<file path="config.mk">
export PLATFORM = sky130hd
export DESIGN_NAME = key_conditioner
export DESIGN_NICKNAME = d
export VERILOG_FILES = /design/src/rtl/clock_pkg.sv /design/src/rtl/key_channel.sv /design/src/rtl/key_conditioner.sv
export SDC_FILE = /design/constraint.sdc
export NUM_CORES = 1
export LEC_CHECK = 0
export ABC_AREA = 0
export BUFFER_PORTS_ARGS = -buffer_cell sky130_fd_sc_hd__clkbuf_2
export CAP_MARGIN = 15
export CELL_PAD_IN_SITES_DETAIL_PLACEMENT = 0
export CELL_PAD_IN_SITES_GLOBAL_PLACEMENT = 2
export CORE_MARGIN = 1
export CORE_UTILIZATION = 30
export CTS_CLUSTER_DIAMETER = 60
export DETAILED_ROUTE_END_ITERATION = 16
export PLACE_DENSITY_LB_ADDON = 0.1
export SYNTH_ARGS = -nofsm -noshare
export SYNTH_HDL_FRONTEND = slang
export SYNTH_SLANG_ARGS = --single-unit
</file>
<file path="constraint.sdc">
create_clock -name clk -period 5 [get_ports clk]
set_input_delay 0.25 -clock clk [delete_from_list [all_inputs] [get_ports clk]]
set_output_delay 0.25 -clock clk [all_outputs]
set_load 0.05 [all_outputs]
</file>
<file path="src/rtl/clock_pkg.sv">
// Shared state type and default key timing for the clock datapath's key conditioner.
// Autorepeat behaviour is selected with the KEY_AUTOREPEAT_EN macro.
package clock_pkg;

  typedef enum logic [1:0] {IDLE, DELAY, REPEAT} key_state_t;

  // Without autorepeat, the FSM only needs to remember that the press strobe was sent.
  localparam key_state_t HELD = DELAY;

  localparam int CLK_HZ          = 50_000_000;
  localparam int DEBOUNCE_MS     = 20;
  localparam int REPEAT_DELAY_MS = 500;
  localparam int REPEAT_RATE_MS  = 100;

  function automatic int ms_to_cycles(input int ms);
    return (CLK_HZ / 1000) * ms;
  endfunction

  localparam int DEF_DEBOUNCE_CYCLES     = ms_to_cycles(DEBOUNCE_MS);
  localparam int DEF_REPEAT_DELAY_CYCLES = ms_to_cycles(REPEAT_DELAY_MS);
  localparam int DEF_REPEAT_RATE_CYCLES  = ms_to_cycles(REPEAT_RATE_MS);

endpackage

</file>
<file path="src/rtl/key_channel.sv">
// One key: two-flop synchroniser, debounce counter and press/repeat strobe FSM.
// KEY_AUTOREPEAT_EN adds the DELAY/REPEAT timer; otherwise one strobe per press.
module key_channel
  import clock_pkg::*;
#(
  parameter int DEBOUNCE_CYCLES = 4
`ifdef KEY_AUTOREPEAT_EN
  ,
  parameter int REPEAT_DELAY_CYCLES = 10,
  parameter int REPEAT_RATE_CYCLES  = 3
`endif
) (
  input  logic i_clk,
  input  logic i_rst_n,
  input  logic i_key_n,
  output logic o_pulse,
  output logic o_held
);

  localparam int DB_W = $clog2(DEBOUNCE_CYCLES) + 1;
  localparam logic [DB_W-1:0] DB_LAST = DB_W'(DEBOUNCE_CYCLES - 1);

  logic [1:0]      r_sync;
  logic            r_stable;
  logic [DB_W-1:0] r_db_cnt;
  key_state_t      r_state;
  logic            r_pulse;
  logic            w_diff;
  logic            w_flip;
  logic            w_press;
  logic            w_held_next;

  assign w_diff      = r_sync[1] ^ r_stable;
  assign w_flip      = w_diff && (r_db_cnt == DB_LAST);
  assign w_press     = w_flip && r_stable;
  assign w_held_next = ~(r_stable ^ w_flip);

  // r_stable is the accepted key level (1 = released), matching key_n polarity.
  always_ff @(posedge i_clk) begin
    if (!i_rst_n) begin
      r_sync   <= 2'b11;
      r_stable <= 1'b1;
      r_db_cnt <= '0;
    end else begin
      r_sync   <= {r_sync[0], i_key_n};
      r_stable <= r_stable ^ w_flip;
      if (w_flip || !w_diff) begin
        r_db_cnt <= '0;
      end else begin
        r_db_cnt <= r_db_cnt + DB_W'(1);
      end
    end
  end

`ifdef KEY_AUTOREPEAT_EN
  localparam int DLY_W = $clog2(REPEAT_DELAY_CYCLES) + 1;
  localparam int RPT_W = $clog2(REPEAT_RATE_CYCLES) + 1;
  localparam int TMR_W = (DLY_W > RPT_W) ? DLY_W : RPT_W;
  localparam logic [TMR_W-1:0] DLY_LAST = TMR_W'(REPEAT_DELAY_CYCLES - 1);
  localparam logic [TMR_W-1:0] RPT_LAST = TMR_W'(REPEAT_RATE_CYCLES - 1);

  logic [TMR_W-1:0] r_timer;

  // FSM acts on the next held level so a release wins over a coinciding expiry.
  always_ff @(posedge i_clk) begin
    if (!i_rst_n) begin
      r_state <= IDLE;
      r_pulse <= 1'b0;
      r_timer <= '0;
    end else begin
      r_pulse <= 1'b0;
      if (!w_held_next) begin
        r_state <= IDLE;
        r_timer <= '0;
      end else begin
        case (r_state)
          IDLE: begin
            if (w_press) begin
              r_pulse <= 1'b1;
              r_timer <= '0;
              r_state <= DELAY;
            end
          end
          DELAY: begin
            if (r_timer == DLY_LAST) begin
              r_pulse <= 1'b1;
              r_timer <= '0;
              r_state <= REPEAT;
            end else begin
              r_timer <= r_timer + TMR_W'(1);
            end
          end
          REPEAT: begin
            if (r_timer == RPT_LAST) begin
              r_pulse <= 1'b1;
              r_timer <= '0;
            end else begin
              r_timer <= r_timer + TMR_W'(1);
            end
          end
          default: r_state <= IDLE;
        endcase
      end
    end
  end
`else
  always_ff @(posedge i_clk) begin
    if (!i_rst_n) begin
      r_state <= IDLE;
      r_pulse <= 1'b0;
    end else begin
      r_pulse <= 1'b0;
      if (!w_held_next) begin
        r_state <= IDLE;
      end else if ((r_state == IDLE) && w_press) begin
        r_pulse <= 1'b1;
        r_state <= HELD;
      end
    end
  end
`endif

  assign o_pulse = r_pulse;
  assign o_held  = ~r_stable;

endmodule

</file>
<file path="src/rtl/key_conditioner.sv">
// Fans NUM_KEYS raw active-low buttons out to independent key_channel instances.
// Autorepeat is enabled by defining KEY_AUTOREPEAT_EN.
module key_conditioner
  import clock_pkg::*;
#(
  parameter int NUM_KEYS            = 3,
  parameter int DEBOUNCE_CYCLES     = DEF_DEBOUNCE_CYCLES,
  parameter int REPEAT_DELAY_CYCLES = DEF_REPEAT_DELAY_CYCLES,
  parameter int REPEAT_RATE_CYCLES  = DEF_REPEAT_RATE_CYCLES
) (
  input  logic                clk,
  input  logic                rst,
  input  logic [NUM_KEYS-1:0] key_n,
  output logic [NUM_KEYS-1:0] pulse,
  output logic [NUM_KEYS-1:0] held
);

  // An illegal configuration builds an inert block instead of a broken one.
  localparam bit PARAMS_OK = (NUM_KEYS >= 1) && (DEBOUNCE_CYCLES >= 2) &&
                             (REPEAT_DELAY_CYCLES >= 2) && (REPEAT_RATE_CYCLES >= 2);

  generate
    if (PARAMS_OK) begin : g_ok
      for (genvar gi = 0; gi < NUM_KEYS; gi++) begin : g_key
        key_channel #(
          .DEBOUNCE_CYCLES(DEBOUNCE_CYCLES)
`ifdef KEY_AUTOREPEAT_EN
          ,
          .REPEAT_DELAY_CYCLES(REPEAT_DELAY_CYCLES),
          .REPEAT_RATE_CYCLES (REPEAT_RATE_CYCLES)
`endif
        ) u_key (
          .i_clk  (clk),
          .i_rst_n(rst),
          .i_key_n(key_n[gi]),
          .o_pulse(pulse[gi]),
          .o_held (held[gi])
        );
      end
    end else begin : g_bad
      assign pulse = '0;
      assign held  = '0;
    end
  endgenerate

endmodule
</file>
==> out/metrics.csv <==
stage,metric,value,unit
critical_path,Critical Path RT,5190,ps
timing,Max Freq,467,MHz
outcome,status,finished clean,
drt,DRC viols,0,
global_routing,gr usage total,0.132,
die,Core ar.,11000,um2
clocking,CTS H-tree lvls,3,
drt,Avg WL per Cell,13.4,um
synth,count of cell types in the netlist,46,
synth,Post-synth EDFFs,0,
drt,Routed Antenna Nets,0,
timing,Worst Clk Skew,4.99,ps
finish,footprint of the multi-input gates,1750,um2
global_routing,vias in the first global route,2532,
drt,met3 wire length,182,um
clocking,Root Driver,clkbuf_16,
die,die footprint,11900,um2
drt,drt via density,4.90,
finish,Sequential Area,1560,um2
finish,layout cells sized above 1,0.102,
timing,final hold vios,0,
critical_path,maximum fanout along the worst path,19,
timing,TNS Setup,0,ps
synth,synthesized area per cell,9.02,um2
drt,initial DRC count,123,
synth,"FF+latch count, synth",78,
synth,Synth warnings,0,
placed_design,routability cong.,0.705,
finish,Area Overhead vs Synth,13.7,%
critical_path,highest-delay cell along the critical path,o21ai_2,
synth,synth top area cells,"dfxtp_1, xor2_1, nor2_1",
power_and_ir_drop,Leak,1.27,nW
clocking,total clock sinks,78,
timing,Final setup violation count,0,
job,Max-Cap Viols,0,
global_routing,Overflow after GRT,0,
clocking,Post-CTS Resized,0,
die,die height,109,um
timing,unrepaired setup endpoints after global routing,no,
die,die width,109,um
critical_path,CP top delay family,simple AND/OR/NAND/NOR gates,
timing,max-slew violation count,0,
clocking,Clock Path Buffers,2,
clocking,Worst-path clk slew,60,ps
timing,hold_ws,94.8,ps
synth,register area share after synthesis,0.453,
clocking,cts bufs inserted,9,
clocking,postcts setup bufs,0,
synth,post-synth top area share,0.453,
die,site row count,38,
synth,leading area contributor after synthesis,dfxtp_1,
timing,fin crit share,0.428,
critical_path,worst path bufs/invs,0,
critical_path,crit-path max cell delay,680,ps
timing,actual slew at the worst max-slew pin,850,ps
critical_path,CP Launch Type,flop,
power_and_ir_drop,pwr/cell area,349,nW/um2
critical_path,nature of the critical path endpoint,flop,
critical_path,arrival time worst endpoint,2330,ps
synth,syn nets,390,
clocking,CTS tree,yes,
die,# IOs,11,
synth,ys async rst share,0,
synth,"Top FF cell, synth",dfxtp_1,
drt,metal2 WL,3160,um
placed_design,port bufs,10,
drt,Vias,2614,
global_routing,initial antenna violation count,0,
timing,headroom to the max-slew limit,0.434,
timing,minimum clock period after layout,2140,ps
finish,number of fill cells,1169,
finish,antenna diode count,0,
clocking,hold_buf cts,0,
clocking,Skew-Pair Late Insertion Delay,330,ps
min_path,Hold Crit Class,in2reg,
drt,Max Used Layer,met4,
critical_path,crit-path cells,ha_1 > nand3_2 > or3_1 > o21ai_2 > nor2_1,
synth,Post-Syn Instances,382,
die,Starting Density,0.313,
drt,wl on met1,3680,um
placed_design,HPWL Detailed,4800,um
power_and_ir_drop,worst vdd ir,0.000186,V
drt,drt pass-1 iters,4,
drt,Total Routed Length,7130,um
global_routing,largest net degree at the start of global routing,22,
global_routing,first-pass GRT wire length,12100,um
critical_path,Setup CP Type,reg2reg,
finish,fin nets,396,
synth,Post-Synthesis Cell Area,3450,um2
## path summary, 6_finish.rpt
check        slack (ps)                          endpoint                             from  cells after the start
max                2860  g_ok.g_key[1].u_key.r_db_cnt[12]  g_ok.g_key[1].u_key.r_db_cnt[0]                      5
min                  90     g_ok.g_key[2].u_key.r_sync[0]                         key_n[2]                      2
max reg2reg        2860  g_ok.g_key[1].u_key.r_db_cnt[12]  g_ok.g_key[1].u_key.r_db_cnt[0]                      5
min reg2reg         400     g_ok.g_key[2].u_key.r_sync[1]    g_ok.g_key[2].u_key.r_sync[0]                      1
## power by group
| group | leakage, nW | internal (W) | switching [W] | total [W] |
|---|---|---|---|---|
| clock | 0.162 | 0.000464 | 0.000262 | 0.000727 |
| combinational | 0.475 | 0.00000474 | 0.00000899 | 0.0000137 |
| sequential | 0.630 | 0.000624 | 0.00000191 | 0.000626 |
| total | 1.27 | 0.00109 | 0.000273 | 0.00137 |
## cell usage after synthesis, types with 2 or more instances
library cell  instances
a21oi_1              19
a31o_2                2
and2_1                2
and3_1                7
and4_1                7
buf_2                 4
buf_4                 8
clkbuf_1              3
dfxtp_1              78
ha_1                  3
inv_1                12
nand2_1              17
nand2b_1              8
nand3_1              24
nand4_1              17
nand4_2               3
nor2_1               48
nor3_1                7
nor4_1                7
nor4b_1               3
o21ai_0              12
o31ai_1               8
or2_2                 2
or3_1                12
or4_1                 9
xnor2_1              19
xor2_1               22
## per-layer routing
| layer | GRT usage | up-vias |
|---|---|---|
| li1 | - | 1378 |
| met1 | 0.163 | 1210 |
| met2 | 0.212 | 16 |
| met3 | 0.0454 | 10 |
| met4 | 0.0486 | 0 |
| met5 | 0 | - |
## flip-flops by register name, indices dropped and copies added, names as in the netlist
signal,count
g_ok.g_key.u_key.r_state,3
g_ok.g_key.u_key.r_sync,6
g_ok.g_key.u_key.r_db_cnt,63
g_ok.g_key.u_key.r_stable,3
g_ok.g_key.u_key.o_pulse,3
## layout make-up
cell class,instances,share of cell area
Clock buffer,11,0.0645
Tap cell,140,0.0447
Clock inverter,5,0.0208
Sequential cell,78,0.398
Timing Repair Buffer,11,0.0147
Multi-Input combinational cell,276,0.445
Inverter,12,0.0115
## metrics by stage
| stage | power, W | worst slack [ps] | utilization | std cells | cell area (um2) |
|---|---|---|---|---|---|
| after floorplan | 0.000649 | 3250 | - | 382 | 3450 |
| after global placement | 0.000654 | 2900 | 0.325 | 517 | 3580 |
| after detailed placement | 0.000654 | 2810 | 0.325 | 517 | 3580 |
| after CTS | 0.00139 | 2820 | 0.355 | 533 | 3920 |
| after global routing | 0.00142 | 2700 | 0.355 | 533 | 3920 |
| final | 0.00137 | 2860 | 0.355 | 533 | 3920 |
## placed cells by master, fill, tap and decap left out, types with 3 or more instances in the layout
cell type  count
ha_1           3
clkbuf_16      9
clkbuf_2      10
o31ai_1        8
nor4_1         7
nor3_1         7
nand4_1       17
nand3_1       24
and4_1         7
a21oi_1       19
nor2_1        48
nand2_1       17
nand2b_1       8
or3_1         12
o21ai_0       12
or4_1          9
dfxtp_1       78
and3_1         7
xor2_1        22
xnor2_1       19
inv_1         12
nand4_2        3
nor4b_1        3
## logic make-up (layout without fill, tap and decap cells)
| kind of cell | count (synthesis) | count (layout) | synth area share |
|---|---|---|---|
| fa+ha+maj | 3 | 3 | 0.0109 |
| xor+xnor | 41 | 41 | 0.104 |
| flops | 78 | 78 | 0.453 |
| simple gates | 182 | 182 | 0.299 |
| buf+inv | 28 | 39 | 0.0428 |
| compound gates | 50 | 50 | 0.0904 |
Power figures use the tool's default switching activity.
